===== config.mk =====
export PLATFORM = sky130hd
export DESIGN_NAME = music_sheet_recorder
export DESIGN_NICKNAME = d
export VERILOG_FILES = /design/src/rtl/music_sheet_pkg.sv /design/src/rtl/note_memory.sv /design/src/rtl/music_sheet_recorder.sv
export SDC_FILE = /design/constraint.sdc
export NUM_CORES = 1
export LEC_CHECK = 0
export ABC_CLOCK_PERIOD_IN_PS = 2100
export CORE_ASPECT_RATIO = 0.9
export CORE_MARGIN = 4
export CORE_UTILIZATION = 56
export DETAILED_ROUTE_END_ITERATION = 16
export GPL_ROUTABILITY_DRIVEN = 0
export GPL_TIMING_DRIVEN = 0
export PLACE_DENSITY = 0.8
export RECOVER_POWER = 100
export SLEW_MARGIN = 40
export SYNTH_ARGS = -nofsm -noshare
export SYNTH_HDL_FRONTEND = slang
export SYNTH_SLANG_ARGS = --single-unit

===== constraint.sdc =====
create_clock -name Clock -period 2.1 [get_ports Clock]
set_input_delay 0.42 -clock Clock [delete_from_list [all_inputs] [get_ports Clock]]
set_output_delay 0.42 -clock Clock [all_outputs]
set_load 0.01 [all_outputs]

===== src/rtl/music_sheet_pkg.sv =====
// Shared types and defaults for the multi-track music sheet recorder.
package music_sheet_pkg;

  typedef enum logic [1:0] {
    IDLE,
    RECORD,
    PLAY
  } state_t;

  localparam int DEF_ADDR_WIDTH  = 5;
  localparam int DEF_NOTE_WIDTH  = 4;
  localparam int DEF_TRACKS      = 2;
  localparam int DEF_BEAT_CYCLES = 4;

  // A single track still needs a one-bit select so the port never collapses to zero width.
  function automatic int track_w(input int tracks);
    return (tracks <= 1) ? 1 : $clog2(tracks);
  endfunction

endpackage


===== src/rtl/note_memory.sv =====
// Simple dual-port note RAM: synchronous write, registered read, addressed as {track, addr}.
module note_memory
  import music_sheet_pkg::*;
#(
  parameter int ADDR_W = DEF_ADDR_WIDTH + 1,
  parameter int DATA_W = DEF_NOTE_WIDTH,
  parameter int WORDS  = DEF_TRACKS << DEF_ADDR_WIDTH
) (
  input  logic              clk,
  input  logic              wr_en,
  input  logic [ADDR_W-1:0] wr_addr,
  input  logic [DATA_W-1:0] wr_data,
  input  logic              rd_en,
  input  logic [ADDR_W-1:0] rd_addr,
  output logic [DATA_W-1:0] rd_data
);

  logic [DATA_W-1:0] mem [WORDS];

  // Contents are intentionally not reset so this maps onto block RAM.
  always_ff @(posedge clk) begin
    if (wr_en) mem[wr_addr] <= wr_data;
    if (rd_en) rd_data <= mem[rd_addr];
  end

endmodule


===== src/rtl/music_sheet_recorder.sv =====
// Multi-track note recorder: records Enter-strobed notes while Start is held and
// plays a selected track back at a fixed beat rate, optionally looping.
module music_sheet_recorder
  import music_sheet_pkg::*;
#(
  parameter int ADDR_WIDTH  = DEF_ADDR_WIDTH,
  parameter int NOTE_WIDTH  = DEF_NOTE_WIDTH,
  parameter int TRACKS      = DEF_TRACKS,
  parameter int BEAT_CYCLES = DEF_BEAT_CYCLES,
  localparam int TRACK_W    = track_w(TRACKS)
) (
  input  logic                  Clock,
  input  logic                  Reset,
  input  logic                  Start,
  input  logic                  Enter,
  input  logic                  Play,
  input  logic                  Loop,
  input  logic [TRACK_W-1:0]    Track,
  input  logic [NOTE_WIDTH-1:0] NoteIn,
  output logic [ADDR_WIDTH-1:0] CurrentAddress,
  output logic                  Recording,
  output logic                  Playing,
  output logic                  Full,
  output logic [NOTE_WIDTH-1:0] NoteOut,
  output logic                  NoteValid
);

  localparam int DEPTH  = 1 << ADDR_WIDTH;
  localparam int CNT_W  = ADDR_WIDTH + 1;
  localparam int MEM_AW = TRACK_W + ADDR_WIDTH;
  localparam int WORDS  = TRACKS * DEPTH;
  localparam int BEAT_W = (BEAT_CYCLES <= 2) ? 1 : $clog2(BEAT_CYCLES);

  localparam logic [BEAT_W-1:0] BEAT_LAST = BEAT_W'(BEAT_CYCLES - 1);
  localparam logic [CNT_W-1:0]  CNT_FULL  = CNT_W'(DEPTH);

  state_t                 state;
  logic                   start_q;
  logic                   enter_q;
  logic                   play_q;
  logic [TRACK_W-1:0]     trk;
  logic [ADDR_WIDTH-1:0]  addr;
  logic [CNT_W-1:0]       count;
  logic [CNT_W-1:0]       lengths [TRACKS];
  logic [BEAT_W-1:0]      beat;
  logic                   full;
  logic                   read_pending;
  logic [NOTE_WIDTH-1:0]  note_out;
  logic                   note_valid;
  logic [NOTE_WIDTH-1:0]  rd_data;

  logic                   start_rise;
  logic                   start_fall;
  logic                   enter_rise;
  logic                   play_rise;
  logic                   play_fall;
  logic [CNT_W-1:0]       sel_len;
  logic [CNT_W-1:0]       last_addr;
  logic                   at_last;
  logic                   wr_en;
  logic                   rd_en;

  assign start_rise = Start & ~start_q;
  assign start_fall = ~Start & start_q;
  assign enter_rise = Enter & ~enter_q;
  assign play_rise  = Play & ~play_q;
  assign play_fall  = ~Play & play_q;

  assign sel_len   = lengths[Track];
  assign last_addr = lengths[trk] - 1'b1;
  assign at_last   = ({1'b0, addr} == last_addr);

  // count never exceeds DEPTH, so its top bit alone marks a full track.
  assign wr_en = (state == RECORD) && !start_fall && enter_rise && !count[ADDR_WIDTH];
  assign rd_en = (state == PLAY) && !play_fall && (beat == BEAT_LAST);

  note_memory #(
    .ADDR_W (MEM_AW),
    .DATA_W (NOTE_WIDTH),
    .WORDS  (WORDS)
  ) u_mem (
    .clk     (Clock),
    .wr_en   (wr_en),
    .wr_addr ({trk, addr}),
    .wr_data (NoteIn),
    .rd_en   (rd_en),
    .rd_addr ({trk, addr}),
    .rd_data (rd_data)
  );

  always_ff @(posedge Clock or posedge Reset) begin
    if (Reset) begin
      state        <= IDLE;
      start_q      <= 1'b0;
      enter_q      <= 1'b0;
      play_q       <= 1'b0;
      trk          <= '0;
      addr         <= '0;
      count        <= '0;
      beat         <= '0;
      full         <= 1'b0;
      read_pending <= 1'b0;
      note_out     <= '0;
      note_valid   <= 1'b0;
      for (int i = 0; i < TRACKS; i++) lengths[i] <= '0;
    end else begin
      start_q <= Start;
      enter_q <= Enter;
      play_q  <= Play;

      // A read issued last cycle always delivers, even if the session just ended.
      read_pending <= rd_en;
      note_valid   <= read_pending;
      if (read_pending) note_out <= rd_data;

      case (state)
        IDLE: begin
          if (start_rise) begin
            state <= RECORD;
            trk   <= Track;
            addr  <= '0;
            count <= '0;
            full  <= 1'b0;
          end else if (play_rise && !Start && (sel_len != '0)) begin
            state <= PLAY;
            trk   <= Track;
            addr  <= '0;
            beat  <= '0;
          end
        end

        RECORD: begin
          if (start_fall) begin
            state        <= IDLE;
            lengths[trk] <= count;
          end else if (wr_en) begin
            count <= count + 1'b1;
            addr  <= addr + 1'b1;
            full  <= ((count + 1'b1) == CNT_FULL);
          end
        end

        PLAY: begin
          if (play_fall) begin
            state <= IDLE;
          end else if (rd_en) begin
            beat <= '0;
            if (at_last) begin
              if (Loop) addr  <= '0;
              else      state <= IDLE;
            end else begin
              addr <= addr + 1'b1;
            end
          end else begin
            beat <= beat + 1'b1;
          end
        end

        default: state <= IDLE;
      endcase
    end
  end

  assign CurrentAddress = addr;
  assign Recording      = (state == RECORD);
  assign Playing        = (state == PLAY);
  assign Full           = full;
  assign NoteOut        = note_out;
  assign NoteValid      = note_valid;

endmodule


==> results.yml, run 1 <==
outcome:
  outcome: "finished, violations left"
  violations: "negative setup slack"
grt:
  grt_overflow: 0
  grt_max_degree: 59
  antenna_found_initial: 1
  grt_pass1_wl_um: 49800
  grt_use_total: 0.263
  first_global_vias: 8163
timing:
  fin_ws_ns: -0.462
  layout_min_cycle_time_ns: 2.56
  relSlewSlack: 0.0494
  setup-violations-final: 24
  fin_setup_tns_ns: -2.75
  finalHoldViolations: 0
  finClkSkew_ns: 0.0143
  fmax_mhz: 390
  maxSlewViolCount: 0
  finalCritPeriodShare: 1.22
  grt_setup_unrepaired: "true"
  worst_pin_slew_ns: 1.43
setup_path:
  required_ns: 2.38
  worstPathMaxFanout: 10
  startpoint_type: "flop"
  crit_type: "flop to flop"
  setup.worst_path.end_class: "flop"
  arrival_ns: 2.84
logic_synthesis:
  synth_warnings: 0
  ys_ff_latch: 298
  synth_edf_count: 260
  syn_avg_cell_area_um2: 15.5
  syn_area_mm2: 0.0126
  synth_top_flop_cell: "edfxtp_1"
  synthesis.instances: 813
  synth_cell_type_count: 61
  seq_area_frac_synth: 0.696
  syn_nets: 833
  asyncSetResetFlopFracSynth: 0.128
route:
  drt_iter0_drc: 1239
  ant_nets: 0
  drc: 0
  wl_per_cell_um: 27.9
  totalWireLength_um: 34000
  vias: 8176
  post_drt_via_cell_ratio: 6.71
  dr.pass1.iters: 8
die:
  initial_core_util: 0.575
  fp.dieW_um: 166
  rows: 51
  coreArea_mm2: 0.0219
  die_area_mm2: 0.0249
  die_h_um: 150
  ios: 24
power_and_ir_drop:
  combPwrFrac: 0.269
  switching_share: 0.299
  power_switching_uw: 4830
  clockPowerShare: 0.317
  power.leakage_uw: 0.00507
  cellPowerDensity_mw_per_mm2: 1030
  seq_power_share: 0.415
  ir_drop_mv: 0.844
  intPower_uw: 11300
clock_tree:
  cts_sinks: 298
  cts_tree: "done"
  cts_max_level: 1
  clockBufferDepth: 3
  clock_latency_ns: 0.56
  clk_pin_slew_worst_paths_ns: 0.06
  numCtsBuffers: 28
  root_buffer: "clkbuf_16"
cells_and_area:
  fin_cells: 1219
  drive_gt1_frac: 0.357
  antennaDiodeCount: 0
  syn2layout_area_growth_pct: 24.2
  final_util: 0.715
  fin_nets: 926
  nFillCells: 1259
flow_run:
  maxCapViolCount: 0
placement:
  dp_hpwl_um: 20200
  io_buffers: 23
  place_inst: 1132
hold_path:
  worstHoldPathType: "input port to flop"
[synthesized netlist by cell type (3+ instances only)]
master | n | area share
mux4_2 | 24 | 0.043
inv_1 | 8 | 0.0024
nor3b_1 | 3 | 0.0018
nor2b_1 | 6 | 0.0030
nand2b_1 | 6 | 0.0030
mux2_2 | 36 | 0.032
xnor2_1 | 3 | 0.0021
nand4_1 | 3 | 0.0015
o22ai_1 | 16 | 0.0080
a221oi_2 | 3 | 0.0036
and2_1 | 4 | 0.0020
buf_6 | 7 | 0.0063
xor2_1 | 3 | 0.0021
dfrtp_1 | 38 | 0.076
nand3_1 | 12 | 0.0048
ha_1 | 9 | 0.0089
o21ai_0 | 17 | 0.0068
nor3_1 | 8 | 0.0032
a22o_1 | 9 | 0.0063
and3_1 | 4 | 0.0020
clkbuf_1 | 15 | 0.0045
edfxtp_1 | 260 | 0.62
nand2_1 | 39 | 0.012
o211ai_1 | 7 | 0.0042
nor2_1 | 108 | 0.032
o22a_1 | 5 | 0.0035
a221oi_1 | 20 | 0.014
mux2i_1 | 42 | 0.033
o221ai_1 | 4 | 0.0028
or4_1 | 3 | 0.0018
buf_4 | 7 | 0.0042
buf_2 | 12 | 0.0048
a22oi_1 | 11 | 0.0066
a211oi_1 | 3 | 0.0018
a21oi_1 | 27 | 0.011
[stage by stage]
stage               cell area, um^2  power (uW)  hold slack (ns)  setup slack (ns)
CTS                           15400       15600            0.134            -0.338
global route                  15600       16600            0.281            -0.511
detailed placement            13300        9890            0.464            -0.984
floorplan                     12600        8850            0.442           -0.0454
global placement              13200        9820            0.465            -0.942
finish                        15600       16200            0.273            -0.462
[power by group through the flow]
stage                     combinational (uW)  clock, uW  sequential [uW]
after floorplan                         2050          0             6800
after global placement                  3000          0             6810
after detailed placement                3090          0             6810
after CTS                               3810       5140             6680
after global routing                    4500       5400             6710
final                                   4340       5120             6700
[registers in the layout (all words and copies together), names as in the netlist]
signal	count
NoteOut	4
beat	2
start_q	1
CurrentAddress	5
enter_q	1
u_mem.rd_data	4
read_pending	1
Full	1
u_mem.mem	256
count	6
state	2
trk	1
lengths	12
play_q	1
NoteValid	1
[what timing repair did]
item,in CTS,in global routing
hold endpoints to repair,0,0
hold buffers,0,0
pin swaps,39,22
setup endpoints to repair,274,230
setup buffers,20,14
gates resized for setup,236,67
gates cloned,2,1
[final timing paths]
kind	slack (ns)	start	end	cells past startpoint
max reg2reg	-0.46	CurrentAddress[2]	u_mem.rd_data[2]	8
min	0.27	NoteIn[1]	u_mem.mem[61][1]	1
max	-0.46	CurrentAddress[2]	u_mem.rd_data[2]	8
min reg2reg	0.48	read_pending	NoteValid	0
min in group asynchronous	0.43	Reset	CurrentAddress[4]	2
max in group asynchronous	0.71	Reset	lengths[7]	3
[final cells by class]
| cell class | count | area, um^2 | share of cell area |
|---|---|---|---|
| Tap cell | 291 | 364 | 0.0233 |
| Multi-Input combinational cell | 463 | 4500 | 0.288 |
| Clock inverter | 21 | 215 | 0.0138 |
| Clock buffer | 31 | 712 | 0.0455 |
| Sequential cell | 298 | 8760 | 0.560 |
| Timing Repair Buffer | 64 | 586 | 0.0374 |
| Buffer | 42 | 467 | 0.0298 |
| Inverter | 9 | 36.3 | 0.00232 |
[critical path, cell delays in order, from the launching register on]
cell and delay, ns:
dfrtp_1 0.43, buf_8 0.19, inv_4 0.08, clkbuf_2 0.31, a221oi_2 0.31, nor2_1 0.11
o21bai_2 0.20, o221ai_2 0.13, or4_4 0.54
[routing by layer]
| layer | part of all wire | routed length (um) | GRT usage |
|---|---|---|---|
| met3 | 0.12 | 3990 | 0.0777 |
| met4 | 0.048 | 1620 | 0.0986 |
| met1 | 0.38 | 12800 | 0.351 |
| met2 | 0.46 | 15600 | 0.418 |
| met5 | 0.00050 | 17 | 0 |
[cells in the final DEF (no fill, tap or decap), types with 5 or more instances in the layout]
cell type	Yosys	routed
clkbuf_2	1	11
mux2i_4	0	6
a21oi_2	0	5
o22a_1	5	5
clkinv_2	0	8
a22o_1	9	9
edfxtp_1	260	260
nand2b_1	6	5
buf_4	7	26
nand2_8	0	8
nor2_1	108	41
clkbuf_1	15	12
nand3_1	12	11
a22oi_1	11	11
mux2i_2	0	10
nand2_1	39	30
o211ai_1	7	7
inv_1	8	5
nor2_2	1	11
clkbuf_16	0	29
o21ai_0	17	13
clkinv_1	0	6
buf_12	0	10
clkdlybuf4s50_1	0	10
a21oi_1	27	22
a221oi_1	20	15
mux2_2	36	35
o22ai_1	16	15
buf_8	0	6
mux2i_1	42	26
dfrtp_1	38	36
clkbuf_4	0	6
a221oi_2	3	6
nor2_4	0	57
mux4_2	24	24
buf_6	7	16
ha_1	9	7
[kinds of logic after synthesis]
group                    share of synthesized area
flip-flops                                   0.696
AO/OA/AOI/OAI                               0.0873
multiplexers                                 0.110
XOR/XNOR                                   0.00547
AND/OR/NAND/NOR                             0.0700
adder cells (fa/ha/maj)                    0.00894
buffers and inverters                       0.0231
Power figures use the tool's default switching activity.
==> inputs of run 2 (changes only) <==
--- a/config.mk
+++ b/config.mk
@@ -5,14 +5,15 @@
 export SDC_FILE = /design/constraint.sdc
 export NUM_CORES = 1
 export LEC_CHECK = 0
+export ABC_AREA = 1
 export ABC_CLOCK_PERIOD_IN_PS = 2100
 export CORE_ASPECT_RATIO = 0.9
-export CORE_MARGIN = 4
-export CORE_UTILIZATION = 56
+export CORE_UTILIZATION = 57
 export DETAILED_ROUTE_END_ITERATION = 16
+export DONT_BUFFER_PORTS = 1
 export GPL_ROUTABILITY_DRIVEN = 0
 export GPL_TIMING_DRIVEN = 0
-export PLACE_DENSITY = 0.8
+export PLACE_DENSITY = 0.79
 export RECOVER_POWER = 100
 export SLEW_MARGIN = 40
 export SYNTH_ARGS = -nofsm -noshare
==> run 2 against run 1 <==
Net effect:
- die area is 10% lower
- flip-flop and latch count unchanged
- the run still ends with negative setup slack left
- sequential power hardly changed
- power increased by 5.7%
- hold slack worse by 0.23 ns
- cell area is 1.9% higher
- first-iteration DRC count increased by 48%
- fmax up 2.2%
==> results.yml, run 2 <==
route:
  ant_nets: 0
  post_drt_via_cell_ratio: 6.85
  dr.pass1.iters: 8
  totalWireLength_um: 42200
  drt_iter0_drc: 1829
  vias: 9968
  wl_per_cell_um: 29.0
  drc: 0
logic_synthesis:
  synthesis.instances: 1050
  syn_area_mm2: 0.0124
  asyncSetResetFlopFracSynth: 0.128
  yosys-top-cells-count: "nand2_1, edfxtp_1, nor2_1"
  synth_compound_area_frac: 0.0573
  syn_nets: 1070
  syn_avg_cell_area_um2: 11.8
  synth_top_flop_cell: "edfxtp_1"
  synth_top_cell_by_area: "edfxtp_1"
  ys_ff_latch: 298
  synth_xor_area_frac: 0.00495
  synth_area_leaders: "edfxtp_1, nand2_1, dfrtp_1, nor2_1, a221oi_1"
  synth_cell_type_count: 46
  synthMuxAreaShare: 0.00363
  synthAdderAreaFrac: 0.00908
  yosysMostFrequentCell: "nand2_1"
  yosysTopAreaCellShare: 0.630
  yosys.area_share.simple: 0.177
  synth_warnings: 0
  synth_top_family_by_area: "simple AND/OR/NAND/NOR gates"
  synth_edf_count: 260
  seq_area_frac_synth: 0.707
timing:
  fin_ws_ns: -0.407
  worst_pin_slew_ns: 1.48
  finalCritPeriodShare: 1.19
  relSlewSlack: 0.0136
  fmax_mhz: 399
  finalHoldViolations: 0
  grt_setup_unrepaired: "true"
  setup-violations-final: 237
  finClkSkew_ns: 0.0134
  maxSlewViolCount: 0
  layout_min_cycle_time_ns: 2.51
setup_path:
  setup.worst_path.end_class: "flop"
  path_cells: "buf_12 -> buf_12 -> nand3_4 -> inv_8 -> nand2_1 -> nand2_1 -> a221oi_1 -> nand2_1 -> nand2_1 -> nand2_1 -> nor2_2 -> nand2_2"
  arrival_ns: 2.81
  crit_type: "flop to flop"
  required_ns: 2.40
  slowest_stage: "a221oi_1"
  worstPathMaxFanout: 7
  cp_top_family: "simple AND/OR/NAND/NOR gates"
  startpoint_type: "flop"
  cpMostUsedCell: "nand2_1"
  max_stage_delay_ns: 0.48
  worst-path-buf-inv: 3
die:
  initial_core_util: 0.588
  fp.dieW_um: 157
  coreArea_mm2: 0.0211
  rows: 50
  die_h_um: 142
  ios: 24
  die_area_mm2: 0.0223
cells_and_area:
  fin_nets: 1168
  drive_gt1_frac: 0.317
  final_cell_mix: "nand2_1, edfxtp_1, nor2_4, buf_4, inv_1"
  top_register: "u_mem.mem"
  stdcell_area_mm2: 0.0159
  largest_reg_flops: 256
  antennaDiodeCount: 0
  syn2layout_area_growth_pct: 28.6
  reg_top3: "u_mem.mem x256, lengths x12, count x6"
  layout_commonest_cell: "nand2_1"
clock_tree:
  clock_latency_ns: 0.58
  numCtsBuffers: 29
  clk_pin_slew_worst_paths_ns: 0.07
  cts_tree: "done"
  clockBufferDepth: 3
  cts_sinks: 298
  root_buffer: "clkbuf_16"
  cts_max_level: 1
grt:
  grt_max_degree: 65
  grt_use_total: 0.338
  antenna_found_initial: 0
  grt_pass1_wl_um: 54400
  first_global_vias: 9166
  grt_overflow: 0
outcome:
  outcome: "finished, violations left"
  violations: "negative setup slack"
placement:
  io_buffers: 0
  dp_slack_ns: -1.08
  dp_hpwl_um: 19800
  dpl_cell_area_mm2: 0.0128
power_and_ir_drop:
  cellPowerDensity_mw_per_mm2: 1070
  power_uw: 17100
  power.leakage_uw: 0.00566
  ir_drop_mv: 0.857
flow_run:
  maxCapViolCount: 0
hold_path:
  worstHoldPathType: "input port to flop"
## run 2: worst paths after layout
check,from,endpoint,slack (ns),cells past startpoint
max,CurrentAddress[1],u_mem.rd_data[0],-0.41,12
min,Start,state[0],0.04,2
max reg2reg,CurrentAddress[1],u_mem.rd_data[0],-0.41,12
min reg2reg,lengths[0],lengths[0],0.49,2
max in group asynchronous,Reset,state[0],0.72,3
min in group asynchronous,Reset,CurrentAddress[0],0.32,2
## run 2: kinds of logic after synthesis
| logic type | count (synthesis) |
|---|---|
| simple gates | 524 |
| flops | 298 |
| buf+inv | 107 |
| compound gates | 101 |
| fa+ha+maj | 9 |
| xor+xnor | 7 |
| mux | 4 |
## run 2: through the flow
| stage | setup TNS, ns | hold slack (ns) | utilization | std cells |
|---|---|---|---|---|
| 2_1_floorplan | 0 | 0.442 | - | 1050 |
| 5_1_grt | -17.86 | 0.0381 | 0.756 | 1455 |
| 3_5_place_dp | -176.12 | 0.272 | 0.606 | 1337 |
| 4_1_cts | -0.0771 | 0.0129 | 0.714 | 1425 |
| 3_3_place_gp | -163.57 | 0.452 | 0.605 | 1336 |
| 6_report | -14.76 | 0.0438 | 0.756 | 1455 |
## run 2: worst register-to-register path: stages (launching register included)
cell and delay (ns):
dfrtp_2 0.47, buf_12 0.17, buf_12 0.13, nand3_4 0.10, inv_8 0.07, nand2_1 0.08
nand2_1 0.18, a221oi_1 0.48, nand2_1 0.16, nand2_1 0.10, nand2_1 0.07, nor2_2 0.10
nand2_2 0.12
## run 2: where the power goes
group | switching, uW | internal (uW)
registers | 125 | 6570
logic | 3340 | 1760
clock network | 2350 | 2910
total | 5820 | 11200
## run 2: per-layer routing
metal / routed length (um) / vias up / track usage
met5: 0 / - / 0
met4: 3290 / 0 / 0.191
met3: 6120 / 334 / 0.0843
met2: 19000 / 1135 / 0.530
met1: 13700 / 4609 / 0.433
li1: - / 3890 / -
## run 2: area by class of cell
type	instances	area [um^2]
Timing Repair Buffer	67	597
Buffer	36	479
Clock inverter	17	173
Clock buffer	35	748
Tap cell	286	358
Inverter	71	345
Fill cell	1033	5140
Multi-Input combinational cell	645	4480
Sequential cell	298	8760
## run 2: repair_timing
| action | in CTS | in global routing |
|---|---|---|
| hold buffers | 8 | 0 |
| setup buffers | 28 | 29 |
| pin swaps | 20 | 49 |
| hold endpoints to repair | 297 | 0 |
| gates cloned | 0 | 1 |
| gates resized for setup | 264 | 160 |
| setup endpoints to repair | 274 | 259 |
